--- config.mk ---
export PLATFORM = sky130hd
export DESIGN_NAME = bc_judge
export DESIGN_NICKNAME = d
export VERILOG_FILES = /design/src/rtl/bc_pkg.sv /design/src/rtl/bc_judge_score.sv /design/src/rtl/bc_judge.sv
export SDC_FILE = /design/constraint.sdc
export NUM_CORES = 1
export LEC_CHECK = 0
export BUFFER_PORTS_ARGS = -buffer_cell sky130_fd_sc_hd__buf_2
export CORE_MARGIN = 10
export CORE_UTILIZATION = 60
export DETAILED_ROUTE_END_ITERATION = 8
export GPL_TIMING_DRIVEN = 0
export PLACE_DENSITY = 0.78
export RECOVER_POWER = 25
export SLEW_MARGIN = 20
export SYNTH_ARGS = -nofsm -noshare
export SYNTH_HDL_FRONTEND = slang
export SYNTH_HIERARCHICAL = 1
export SYNTH_SLANG_ARGS = --single-unit
--- constraint.sdc ---
create_clock -name clk -period 7.44 [get_ports clk]
set_clock_uncertainty 0.1 [all_clocks]
set_input_delay 0.744 -clock clk [delete_from_list [all_inputs] [get_ports clk]]
set_output_delay 0.744 -clock clk [all_outputs]
set_load 0.02 [all_outputs]
--- src/rtl/bc_pkg.sv ---
// bc_pkg: shared definitions for the bulls/cows judge.
//   - bc_state_t : FSM state encoding (GEN/IDLE/CHECK/SCORE/STORE/WIN/LOSE)
//   - LFSR_TAPS  : Galois tap mask for x^16+x^14+x^13+x^11
//   - field widths of a history entry (digit 4, bull 2, cow 2)
//   - helpers: lfsr_next (one LFSR step), digits_valid (BCD + distinct check)
package bc_pkg;

  typedef enum logic [2:0] {
    ST_GEN   = 3'd0,
    ST_IDLE  = 3'd1,
    ST_CHECK = 3'd2,
    ST_SCORE = 3'd3,
    ST_STORE = 3'd4,
    ST_WIN   = 3'd5,
    ST_LOSE  = 3'd6
  } bc_state_t;

  localparam logic [15:0] LFSR_TAPS = 16'hB400;

  localparam int DIGIT_W = 4;
  localparam int BULL_W  = 2;
  localparam int COW_W   = 2;
  localparam int NUM_W   = 3 * DIGIT_W;
  localparam int HIST_N  = 8;

  localparam logic [3:0] DIGIT_MAX = 4'd9;

  // Right-shifting Galois step: the bit shifted out selects the tap mask.
  function automatic logic [15:0] lfsr_next(input logic [15:0] l);
    logic [15:0] shifted;
    shifted = {1'b0, l[15:1]};
    return l[0] ? (shifted ^ LFSR_TAPS) : shifted;
  endfunction

  // True when all three digits are decimal and pairwise distinct.
  function automatic logic digits_valid(input logic [NUM_W-1:0] n);
    logic [3:0] a;
    logic [3:0] b;
    logic [3:0] c;
    a = n[11:8];
    b = n[7:4];
    c = n[3:0];
    return (a <= DIGIT_MAX) && (b <= DIGIT_MAX) && (c <= DIGIT_MAX) &&
           (a != b) && (a != c) && (b != c);
  endfunction

endpackage

--- src/rtl/bc_judge_score.sv ---
// bc_score: combinational bulls/cows counter over two 3-digit BCD triples.
// Ports:
//   i_guess  [11:0] {g1,g2,g3}
//   i_secret [11:0] {s1,s2,s3}
//   o_bull   [1:0]  positions where guess and secret digits match
//   o_cow    [1:0]  guess digits found in the secret at a different position
// Results saturate at 3; with distinct digits on both sides they never exceed it.
module bc_score
  import bc_pkg::*;
(
  input  logic [NUM_W-1:0]  i_guess,
  input  logic [NUM_W-1:0]  i_secret,
  output logic [BULL_W-1:0] o_bull,
  output logic [COW_W-1:0]  o_cow
);

  logic [3:0] w_bull_cnt;
  logic [3:0] w_cow_cnt;

  // Compare every guess digit with every secret digit; diagonal hits are bulls.
  always_comb begin
    w_bull_cnt = 4'd0;
    w_cow_cnt  = 4'd0;
    for (int i = 0; i < 3; i++) begin
      for (int j = 0; j < 3; j++) begin
        if (i_guess[4*(2-i) +: 4] == i_secret[4*(2-j) +: 4]) begin
          if (i == j) begin
            w_bull_cnt = w_bull_cnt + 4'd1;
          end else begin
            w_cow_cnt = w_cow_cnt + 4'd1;
          end
        end else begin
          w_bull_cnt = w_bull_cnt;
        end
      end
    end
  end

  // Saturate to the 2-bit result fields.
  always_comb begin
    if (w_bull_cnt > 4'd3) begin
      o_bull = 2'd3;
    end else begin
      o_bull = w_bull_cnt[1:0];
    end
    if (w_cow_cnt > 4'd3) begin
      o_cow = 2'd3;
    end else begin
      o_cow = w_cow_cnt[1:0];
    end
  end

endmodule

--- src/rtl/bc_judge.sv ---
// bc_judge: bulls/cows game judge fed by the keyboard controller.
// Draws a secret 3-digit number (distinct decimal digits) from a 16-bit LFSR,
// scores each guess, keeps a per-try history and tracks win/lose.
// Ports:
//   clk, reset (sync, active high)
//   iNum1..iNum3 [3:0] guess digits, iNumRdy one-cycle guess strobe
//   iNewGame           abandon the game and draw a new secret
//   iRdAddr [2:0]      history read select -> oRdNum/oRdBull/oRdCow (combinational)
//   oTries [3:0]       entries written this game
//   oResultVld, oReject one-cycle pulses; oWin, oLose levels; oBusy = not IDLE
// Optional macro BC_DEBUG_EN adds iForceSecret/iForceLd (overwrite secret in IDLE)
// and oSecret (current secret, 0 while generating).
module bc_judge
  import bc_pkg::*;
#(
  parameter int          MAX_TRIES = 8,
  parameter logic [15:0] LFSR_SEED = 16'hACE1
)
(
  input  logic        clk,
  input  logic        reset,
  input  logic [3:0]  iNum1,
  input  logic [3:0]  iNum2,
  input  logic [3:0]  iNum3,
  input  logic        iNumRdy,
  input  logic        iNewGame,
  input  logic [2:0]  iRdAddr,
`ifdef BC_DEBUG_EN
  input  logic [11:0] iForceSecret,
  input  logic        iForceLd,
  output logic [11:0] oSecret,
`endif
  output logic [11:0] oRdNum,
  output logic [1:0]  oRdBull,
  output logic [1:0]  oRdCow,
  output logic [3:0]  oTries,
  output logic        oResultVld,
  output logic        oReject,
  output logic        oWin,
  output logic        oLose,
  output logic        oBusy
);

  bc_state_t r_state;
  bc_state_t w_state_nxt;

  logic [15:0]       r_lfsr;
  logic [NUM_W-1:0]  r_secret;
  logic [NUM_W-1:0]  r_guess;
  logic [BULL_W-1:0] r_bull;
  logic [COW_W-1:0]  r_cow;
  logic [3:0]        r_tries;
  logic [3:0]        w_tries_inc;
  logic              r_result_vld;
  logic              r_reject;
  logic              r_win;
  logic              r_lose;
  logic              r_busy;

  logic [NUM_W-1:0]  r_hist_num  [HIST_N];
  logic [BULL_W-1:0] r_hist_bull [HIST_N];
  logic [COW_W-1:0]  r_hist_cow  [HIST_N];

  logic [BULL_W-1:0] w_score_bull;
  logic [COW_W-1:0]  w_score_cow;
  logic              w_force_ld;
  logic [NUM_W-1:0]  w_force_val;

`ifdef BC_DEBUG_EN
  assign w_force_ld  = iForceLd;
  assign w_force_val = iForceSecret;
  assign oSecret     = (r_state == ST_GEN) ? 12'd0 : r_secret;
`else
  assign w_force_ld  = 1'b0;
  assign w_force_val = 12'd0;
`endif

  assign w_tries_inc = r_tries + 4'd1;

  bc_score u_score (
    .i_guess  (r_guess),
    .i_secret (r_secret),
    .o_bull   (w_score_bull),
    .o_cow    (w_score_cow)
  );

  // FSM state register.
  always_ff @(posedge clk) begin
    if (reset) begin
      r_state <= ST_GEN;
    end else begin
      r_state <= w_state_nxt;
    end
  end

  // Next-state logic; iNewGame overrides everything, including guesses.
  always_comb begin
    w_state_nxt = r_state;
    if (iNewGame) begin
      w_state_nxt = ST_GEN;
    end else begin
      case (r_state)
        ST_GEN: begin
          if (digits_valid(r_lfsr[11:0])) begin
            w_state_nxt = ST_IDLE;
          end else begin
            w_state_nxt = ST_GEN;
          end
        end
        ST_IDLE: begin
          if (iNumRdy) begin
            w_state_nxt = ST_CHECK;
          end else begin
            w_state_nxt = ST_IDLE;
          end
        end
        ST_CHECK: begin
          if (digits_valid(r_guess)) begin
            w_state_nxt = ST_SCORE;
          end else begin
            w_state_nxt = ST_IDLE;
          end
        end
        ST_SCORE: w_state_nxt = ST_STORE;
        ST_STORE: begin
          // Outcome uses the try count after this entry is written.
          if (r_bull == 2'd3) begin
            w_state_nxt = ST_WIN;
          end else if (w_tries_inc == 4'(MAX_TRIES)) begin
            w_state_nxt = ST_LOSE;
          end else begin
            w_state_nxt = ST_IDLE;
          end
        end
        ST_WIN:  w_state_nxt = ST_WIN;
        ST_LOSE: w_state_nxt = ST_LOSE;
        default: w_state_nxt = ST_GEN;
      endcase
    end
  end

  // Datapath: LFSR, secret/guess latches, scoring, history and status outputs.
  always_ff @(posedge clk) begin
    if (reset) begin
      r_lfsr       <= LFSR_SEED;
      r_secret     <= 12'd0;
      r_guess      <= 12'd0;
      r_bull       <= 2'd0;
      r_cow        <= 2'd0;
      r_tries      <= 4'd0;
      r_result_vld <= 1'b0;
      r_reject     <= 1'b0;
      r_win        <= 1'b0;
      r_lose       <= 1'b0;
      r_busy       <= 1'b1;
      for (int i = 0; i < HIST_N; i++) begin
        r_hist_num[i]  <= 12'd0;
        r_hist_bull[i] <= 2'd0;
        r_hist_cow[i]  <= 2'd0;
      end
    end else begin
      r_lfsr       <= lfsr_next(r_lfsr);
      r_result_vld <= 1'b0;
      r_reject     <= 1'b0;
      r_busy       <= (w_state_nxt != ST_IDLE);
      if (iNewGame) begin
        // Abort whatever is in flight: no pulses, clean history.
        r_tries <= 4'd0;
        r_win   <= 1'b0;
        r_lose  <= 1'b0;
        for (int i = 0; i < HIST_N; i++) begin
          r_hist_num[i]  <= 12'd0;
          r_hist_bull[i] <= 2'd0;
          r_hist_cow[i]  <= 2'd0;
        end
      end else begin
        case (r_state)
          ST_GEN: begin
            if (digits_valid(r_lfsr[11:0])) begin
              r_secret <= r_lfsr[11:0];
            end
          end
          ST_IDLE: begin
            if (iNumRdy) begin
              r_guess <= {iNum1, iNum2, iNum3};
            end
            if (w_force_ld) begin
              r_secret <= w_force_val;
            end
          end
          ST_CHECK: begin
            if (!digits_valid(r_guess)) begin
              r_reject <= 1'b1;
            end
          end
          ST_SCORE: begin
            r_bull <= w_score_bull;
            r_cow  <= w_score_cow;
          end
          ST_STORE: begin
            r_hist_num[r_tries[2:0]]  <= r_guess;
            r_hist_bull[r_tries[2:0]] <= r_bull;
            r_hist_cow[r_tries[2:0]]  <= r_cow;
            r_tries      <= w_tries_inc;
            r_result_vld <= 1'b1;
            if (r_bull == 2'd3) begin
              r_win <= 1'b1;
            end else if (w_tries_inc == 4'(MAX_TRIES)) begin
              r_lose <= 1'b1;
            end
          end
          default: begin
          end
        endcase
      end
    end
  end

  // Combinational history read; entries beyond the written count read as 0.
  always_comb begin
    if ({1'b0, iRdAddr} < r_tries) begin
      oRdNum  = r_hist_num[iRdAddr];
      oRdBull = r_hist_bull[iRdAddr];
      oRdCow  = r_hist_cow[iRdAddr];
    end else begin
      oRdNum  = 12'd0;
      oRdBull = 2'd0;
      oRdCow  = 2'd0;
    end
  end

  assign oTries     = r_tries;
  assign oResultVld = r_result_vld;
  assign oReject    = r_reject;
  assign oWin       = r_win;
  assign oLose      = r_lose;
  assign oBusy      = r_busy;

endmodule

==> results of run 1 <==
[layout make-up]
type                       count  area, µm²  area share (%)
sequential                   184       4960            48.8
inverter                       9       33.8           0.332
multi-input combinational    489       3900            38.3
tap                          188        235            2.31
buffer                        49        198            1.94
clock inverter                14        155            1.52
timing repair buffer          48        269            2.64
clock buffer                  17        425            4.18
[routing by layer]
metal	GRT usage (%)	up-vias	part of all wire [%]
met2	36.6	179	53
li1	-	2720	-
met1	23.7	2828	40
met3	4.16	30	5.2
met4	6.82	0	1.9
met5	0	-	0
[registers in the layout, indices dropped and copies added, names as in the netlist]
name and cells:
oBusy 1, oLose 1, oReject 1, oResultVld 1, oTries 4, oWin 1
r_bull 2, r_cow 2, r_guess 12, r_hist_bull 16, r_hist_cow 16, r_hist_num 96
r_lfsr 16, r_secret 12, r_state 3
[power by group]
group | switching, µW | internal [µW]
logic | 186 | 148
clock network | 377 | 522
registers | 21.0 | 1130
[path summary, 6_finish.rpt]
check | to | slack [ns] | cells past startpoint
max | r_cow[0]$_SDFFE_PP0P_ | 3.20 | 17
min | r_lfsr[11]$_SDFF_PP1_ | 0.30 | 1
max reg2reg | r_cow[0]$_SDFFE_PP0P_ | 3.20 | 17
min reg2reg | r_lfsr[11]$_SDFF_PP1_ | 0.30 | 1
[logic make-up after synthesis]
family	after synthesis
adders and majority gates	10
muxes	71
AOI/OAI and AO/OA	56
buffers and inverters	58
and+or+nand+nor	280
DFF	184
xor gates and xnor gates	72
[stage by stage]
stage                     setup WS [ns]  total power, µW
after floorplan                    3.86             1410
after CTS                          3.25             2390
after global placement             3.45             1480
after detailed placement           3.31             1510
final                              3.20             2380
after global routing               2.90             2470
[layout by cell type (no fill, tap or decap), types with 13 or more instances in the layout]
cell,instances
edfxtp_1,128
mux4_2,32
mux2i_1,33
buf_2,37
xor2_1,50
nor2b_1,20
clkbuf_1,52
o21ai_0,20
nor2_1,55
clkbuf_16,17
dfxtp_1,56
xnor2_1,20
and2_1,126
nand2b_1,13
[worst reg2reg max path: cells and delay by family, from the launching register on]
family / cells / cell delay [ns]
xor gates and xnor gates: 2 / 0.30
and+or+nand+nor: 6 / 1.17
AOI/OAI and AO/OA: 4 / 0.86
DFF: 1 / 0.54
adders and majority gates: 3 / 0.82
muxes: 1 / 0.18
buffers and inverters: 1 / 0.16
==> metrics.cfg, run 1 <==
[cts]
cts_buffers = 17
path_clk_slew_ns = 0.07
clock_latency_ns = 0.44
cts_tree = done
ctsResizeCount = 0
root_buffer = clkbuf_16
htree_levels = 4
cts_num_sinks = 184
postCtsHoldBufs = 0
cts_buffer_depth = 2
cts_setup_buffers = 0

[setup_path]
crit_required_ns = 7.65
cp_num_buf_inv = 1
r2r-start = r_guess[6]$_SDFFE_PP0P_
critPathMaxStageDelay_ns = 0.54
path_delay_family = simple AND/OR/NAND/NOR gates
critPathLaunch = r_guess[6]$_SDFFE_PP0P_
crit_path_top_delay_cell = dfxtp_1
critPathKind = flop to flop
cp-start-kind = flop
critical_path_arrival_ns = 4.44
end_kind = flop
crit_top_cell = ha_1
worstPathCellList = xor2_1 > or4_1 > buf_2 > xnor2_1 > ha_1 > nor2b_1 > nor2_1 > ha_1 > nand2_1 > o31ai_1 > ha_1 > and2_1 > a2111oi_0 > a31o_1 > o211ai_1 > mux2i_1 > nor2_1
crit_fanout = 6

[synthesis]
yosysMostFrequentCell = and2_1
synth_compound_area_share_pct = 3.99
ys_seq_elements = 184
ys.flop_type = edfxtp_1
synth_xor_area_share_pct = 7.23
yosys.area_share.simple_pct = 17.8
syn_avg_cell_area_um2 = 12.5
syn_inst = 731
synthMuxAreaShare_pct = 12.4
synth_top_area_share_pct = 42.1
synth_area_leaders = edfxtp_1, dfxtp_1, and2_1
synth_fa_ha_area_share_pct = 1.45
synth_cell_types = 57
async_reset_ff_share_pct = 0
synth_edf_count = 128
ys_seq_area_share_pct = 54.4
syn_area_um2 = 9120
synth_fp_nets = 760
yosys_warnings = 6
synth_top_family_by_area = simple AND/OR/NAND/NOR gates
synth_commonest_cells = and2_1, edfxtp_1, dfxtp_1
synth_top_area_cell = edfxtp_1

[timing]
hold_violations = 0
setup_viol = 0
worst_pin_slew_ns = 1.03
finalSetupTns_ns = 0
holdWs_ns = 0.304
slew_headroom_pct = 31.1
fmax_mhz = 236
slew_viol_final = 0
post-route-min-period_ns = 4.24
final.period_utilization_pct = 57.0
rsz0062_at_grt = no

[floorplan]
coreArea_um2 = 15000
die_h_um = 143
rows = 45
fp.dieArea_um2 = 20500
top_level_ports = 44
chipWidth_um = 143
start_util_pct = 60.7

[detailed_routing]
vias_per_cell = 5.77
drt_iter0_drc = 541
wirelength_um = 19800
drc = 0
first_pass_iters = 5
via_count = 5757
ant_nets = 0
routedWlPerCell_um = 19.8

[placed_design]
placed_cell_area_um2 = 9660
place_inst = 967
place_hpwl_um = 14800
port_buffers = 42
routabilityCongestion = 0.872

[global_route]
grt_remaining_overflow = 0
first_global_vias = 5976
grt_max_degree = 17
track_usage_pct = 20.4
antenna_found_initial = 0
grt_pass1_wl_um = 32000

[finish]
nNetsFinal = 827
final_area_um2 = 10200
n_antenna_cell = 0
post-route-util_pct = 67.7
nFillCells = 1088
layout-area-overhead-vs-synth_pct = 11.6
drive_above_1_share_pct = 14.9
final_cells = 998

[power]
power_density_nw_per_um2 = 234
power.leakage_uw = 0.00408
irDropWorstVdd_v = 0.000162

[min_path]
hp-class = flop to flop
hp-start = r_lfsr[12]$_SDFF_PP0_

[outcome]
status = complete, no violations

[job]
maxCapViolations = 0

Power figures use the tool's default switching activity.
==> run 2: changes to the inputs <==
==> constraint.sdc (replaced) <==
create_clock -name clk -period 4.13 [get_ports clk]
set_clock_uncertainty 0.1 [all_clocks]
set_input_delay 0.413 -clock clk [delete_from_list [all_inputs] [get_ports clk]]
set_output_delay 0.413 -clock clk [all_outputs]
set_load 0.02 [all_outputs]
==> metrics.cfg, run 2 (synthesis results as in run 1) <==
[placed_design]
routabilityCongestion = 0.872
place_hpwl_um = 14800
port_buffers = 42
place_ws_ns = -0.00123

[floorplan]
coreArea_um2 = 15000
die_h_um = 143
rows = 45
start_util_pct = 60.7
top_level_ports = 44
chipWidth_um = 143
fp.dieArea_um2 = 20500

[detailed_routing]
routedWlPerCell_um = 19.9
met1Wirelength_um = 8100
met3_length_um = 894
drc = 0
drt_iter0_drc = 610
wirelength_um = 19900
ant_nets = 0
via_count = 5716
vias_per_cell = 5.73
first_pass_iters = 5
top_layer = met4
wl_met2_um = 10500

[cts]
cts_buffer_depth = 2
htree_levels = 4
cts_buffers = 17
cts_tree = done
postCtsHoldBufs = 0
cts_setup_buffers = 0
clock_latency_ns = 0.43
path_clk_slew_ns = 0.07
cts_num_sinks = 184
root_buffer = clkbuf_16

[setup_path]
crit_required_ns = 4.33
r2r_cells = 17
critPathCapture = r_cow[1]$_SDFFE_PP0P_
r2r_slack_ns = 0.26
cp-start-kind = flop
crit_fanout = 6
reg2reg_to = r_cow[1]$_SDFFE_PP0P_
end_kind = flop
critPathLaunch = r_guess[5]$_SDFFE_PP0P_
critical_path_arrival_ns = 4.08
critPathKind = flop to flop
r2r-start = r_guess[5]$_SDFFE_PP0P_

[finish]
layout-area-overhead-vs-synth_pct = 12.1
regMostFlops = r_hist_num
final_cell_mix = edfxtp_1, and2_1, nor2_1, clkbuf_1, xor2_1
drive_above_1_share_pct = 17.2
largest_reg_flops = 96
n_antenna_cell = 0
final_common_cell = edfxtp_1
nNetsFinal = 827

[timing]
worst_pin_slew_ns = 1.01
slew_viol_final = 0
slew_headroom_pct = 32.7
final.period_utilization_pct = 93.7
fin_ws_ns = 0.258
fmax_mhz = 258
setup_viol = 0
hold_violations = 0
post-route-min-period_ns = 3.87

[global_route]
track_usage_pct = 20.4
first_global_vias = 5976
grt_max_degree = 17
grt_pass1_wl_um = 32000
antenna_found_initial = 0
grt_remaining_overflow = 0

[power]
power_uw = 4320
irDropWorstVdd_v = 0.000288
power.leakage_uw = 0.00410
power_density_nw_per_um2 = 423

[min_path]
hp-class = input pin to flop
min_path_cells = 3

[job]
maxCapViolations = 0

[outcome]
status = complete, no violations

==> run 2: layout make-up <==
class	instances	area, µm²
Sequential cell	184	4990
Fill cell	1091	4810
Multi-Input combinational cell	489	3920
Clock buffer	17	425
Timing Repair Buffer	48	269
Tap cell	188	235
Buffer	49	198
Clock inverter	14	155
Inverter	9	33.8
==> run 2: how the worst min path moves through the flow <==
stage / start / end
after floorplan: r_lfsr[12]$_SDFF_PP0_ / r_lfsr[11]$_SDFF_PP1_
after global placement: r_lfsr[12]$_SDFF_PP0_ / r_lfsr[11]$_SDFF_PP1_
after detailed placement: r_lfsr[12]$_SDFF_PP0_ / r_lfsr[11]$_SDFF_PP1_
after CTS: iNum3[3] / r_guess[3]$_SDFFE_PP0P_
after global routing: iNum3[2] / r_guess[2]$_SDFFE_PP0P_
final: iNum3[2] / r_guess[2]$_SDFFE_PP0P_
==> run 2: critical path: stages (launching register included) <==
cell	delay [ns]
dfxtp_2	0.43
xor2_1	0.13
or4_1	0.50
buf_2	0.16
xnor2_1	0.13
ha_1	0.31
nor2b_4	0.15
nor2_1	0.06
ha_1	0.30
nand2_1	0.10
o31ai_1	0.11
ha_1	0.24
and2_1	0.19
a2111oi_2	0.24
a31o_1	0.18
o211ai_1	0.18
mux2i_1	0.18
nor2_1	0.05
==> run 2: per-stage QoR <==
step	TNS, ns	instance area [µm²]	hold slack [ns]	utilization, %	std cells
CTS	0	10200	0.121	68.2	998
floorplan	0	9120	0.289	-	731
global route	-0.00332	10200	0.143	68.0	998
finish	0	10200	0.132	68.0	998
global placement	0	9570	0.299	63.6	961
detailed placement	-0.00123	9660	0.294	64.3	967
==> run 2: where the power goes <==
part           internal, µW  switching (µW)
Combinational           282             351
Sequential             2030            37.6
Clock                   940             680
Total                  3260            1070
==> run 2: metal layers <==
layer  track usage [%]  vias to the layer above
met5                 0                        -
met4              6.82                        0
met3              4.16                       28
met2              36.6                      142
met1              23.7                     2821
li1                  -                     2725
==> run 2: what timing repair did <==
item                                    4_1_cts  5_1_grt
endpoints found under the setup margin        2        2
gates cloned                                  0        0
resized for setup                             4       18
==> run 3: changes to the inputs <==
--- a/config.mk
+++ b/config.mk
@@ -6,11 +6,15 @@
 export NUM_CORES = 1
 export LEC_CHECK = 0
 export BUFFER_PORTS_ARGS = -buffer_cell sky130_fd_sc_hd__buf_2
+export CELL_PAD_IN_SITES_DETAIL_PLACEMENT = 1
+export CELL_PAD_IN_SITES_GLOBAL_PLACEMENT = 1
+export CORE_ASPECT_RATIO = 0.8
 export CORE_MARGIN = 10
-export CORE_UTILIZATION = 60
+export CORE_UTILIZATION = 51
 export DETAILED_ROUTE_END_ITERATION = 8
 export GPL_TIMING_DRIVEN = 0
-export PLACE_DENSITY = 0.78
+export MAX_ROUTING_LAYER = met4
+export PLACE_DENSITY_LB_ADDON = 0.1
 export RECOVER_POWER = 25
 export SLEW_MARGIN = 20
 export SYNTH_ARGS = -nofsm -noshare
==> metrics.cfg, run 3 (synthesis results as in run 1) <==
[power]
power_uw = 4460
power_density_nw_per_um2 = 432
power.leakage_uw = 0.00411
irDropWorstVdd_v = 0.000288

[global_route]
grt_remaining_overflow = 0
track_usage_pct = 22.2
antenna_found_initial = 0
first_global_vias = 6496
grt_pass1_wl_um = 39000
grt_max_degree = 17

[detailed_routing]
via_count = 6018
routedWlPerCell_um = 24.3
drt_iter0_drc = 527
wirelength_um = 25100
first_pass_iters = 6
ant_nets = 0
vias_per_cell = 5.81
drc = 0

[finish]
multi_input_area_um2 = 3900
final_common_cell = edfxtp_1
final_cells = 1036
nNetsFinal = 827
largest_reg_flops = 96
seq_area_um2 = 4990
regMostFlops = r_hist_num
post-route-util_pct = 59.2
layout-area-overhead-vs-synth_pct = 13.1
n_antenna_cell = 0
final_cell_mix = edfxtp_1, and2_1, nor2_1, clkbuf_1, xor2_1
drive_above_1_share_pct = 16.6
nFillCells = 1796

[timing]
hold_violations = 0
post-route-min-period_ns = 3.95
worst_pin_slew_ns = 1.20
final.period_utilization_pct = 95.7
slew_viol_final = 0
fmax_mhz = 253
slew_headroom_pct = 19.6
finalSetupTns_ns = 0
setup_viol = 0
fin_ws_ns = 0.177

[setup_path]
cp-start-kind = flop
crit_required_ns = 4.33
critical_path_arrival_ns = 4.15
crit_fanout = 5
end_kind = flop
critPathKind = flop to flop

[cts]
path_clk_slew_ns = 0.07
htree_levels = 4
cts_buffer_depth = 2
cts_buffers = 17
cts_setup_buffers = 0
postCtsHoldBufs = 0
cts_num_sinks = 184
clock_latency_ns = 0.44
ctsResizeCount = 3
cts_tree = done
root_buffer = clkbuf_16

[placed_design]
place_ws_ns = -0.0523
routabilityCongestion = 0.844
place_inst = 1004
port_buffers = 42
place_hpwl_um = 17700

[floorplan]
fp.dieArea_um2 = 23700
rows = 43
die_h_um = 140
start_util_pct = 52.3
coreArea_um2 = 17400
chipWidth_um = 170
top_level_ports = 44

[outcome]
status = complete, no violations

[job]
maxCapViolations = 0

[min_path]
hp-class = input pin to flop

==> run 3: critical path, stage by stage, from the launching register on <==
cell and delay (ns):
dfxtp_1 0.48, xor2_1 0.16, or4_1 0.47, buf_2 0.17, xnor2_1 0.13, ha_1 0.28, nor2b_2 0.19, nor2_1 0.07
ha_1 0.29, nand2_1 0.08, o31ai_1 0.11, ha_1 0.26, and2_1 0.19, a2111oi_1 0.33, a31o_1 0.18, o211ai_1 0.10
mux2i_1 0.19, nor2_1 0.06
==> run 3: cell type report <==
class / instances / share of cell area (%)
sequential: 184 / 48.3
multi-input combinational: 489 / 37.8
clock buffer: 18 / 4.16
timing repair buffer: 48 / 2.75
tap: 225 / 2.73
clock inverter: 14 / 1.98
buffer: 49 / 1.92
inverter: 9 / 0.327
==> run 3: final timing paths <==
check | startpoint | end | slack [ns] | cells after the start
worst min register to register | r_lfsr[12]$_SDFF_PP0_ | r_lfsr[11]$_SDFF_PP1_ | 0.31 | 1
worst max-delay path | r_secret[11]$_SDFFE_PP0P_ | r_cow[0]$_SDFFE_PP0P_ | 0.18 | 17
worst max register to register | r_secret[11]$_SDFFE_PP0P_ | r_cow[0]$_SDFFE_PP0P_ | 0.18 | 17
worst min-delay path | iNum3[0] | r_guess[0]$_SDFFE_PP0P_ | 0.14 | 3
==> run 3: report_power, final <==
group	leakage [µW]	switching (µW)	internal (µW)
Combinational	0.00193	333	270
Sequential	0.00189	40.5	2030
Clock	0.000294	714	1070
Total	0.00411	1090	3370
==> run 3: layer usage <==
| layer | global-route usage, % | share of wire, % | vias to the layer above | wire length, µm |
|---|---|---|---|---|
| li1 | - | - | 2729 | - |
| met3 | 3.88 | 4.2 | 15 | 1070 |
| met5 | - | 0 | - | 0 |
| met4 | 5.03 | 0.84 | 0 | 212 |
| met2 | 34.1 | 49 | 148 | 12200 |
| met1 | 30.4 | 46 | 3126 | 11700 |
==> run 3: stage by stage <==
step	hold slack, ns	instance area (µm²)
after floorplan	0.289	9120
after global placement	0.296	9610
after detailed placement	0.298	9720
after CTS	0.123	10400
after global routing	0.119	10300
final	0.144	10300
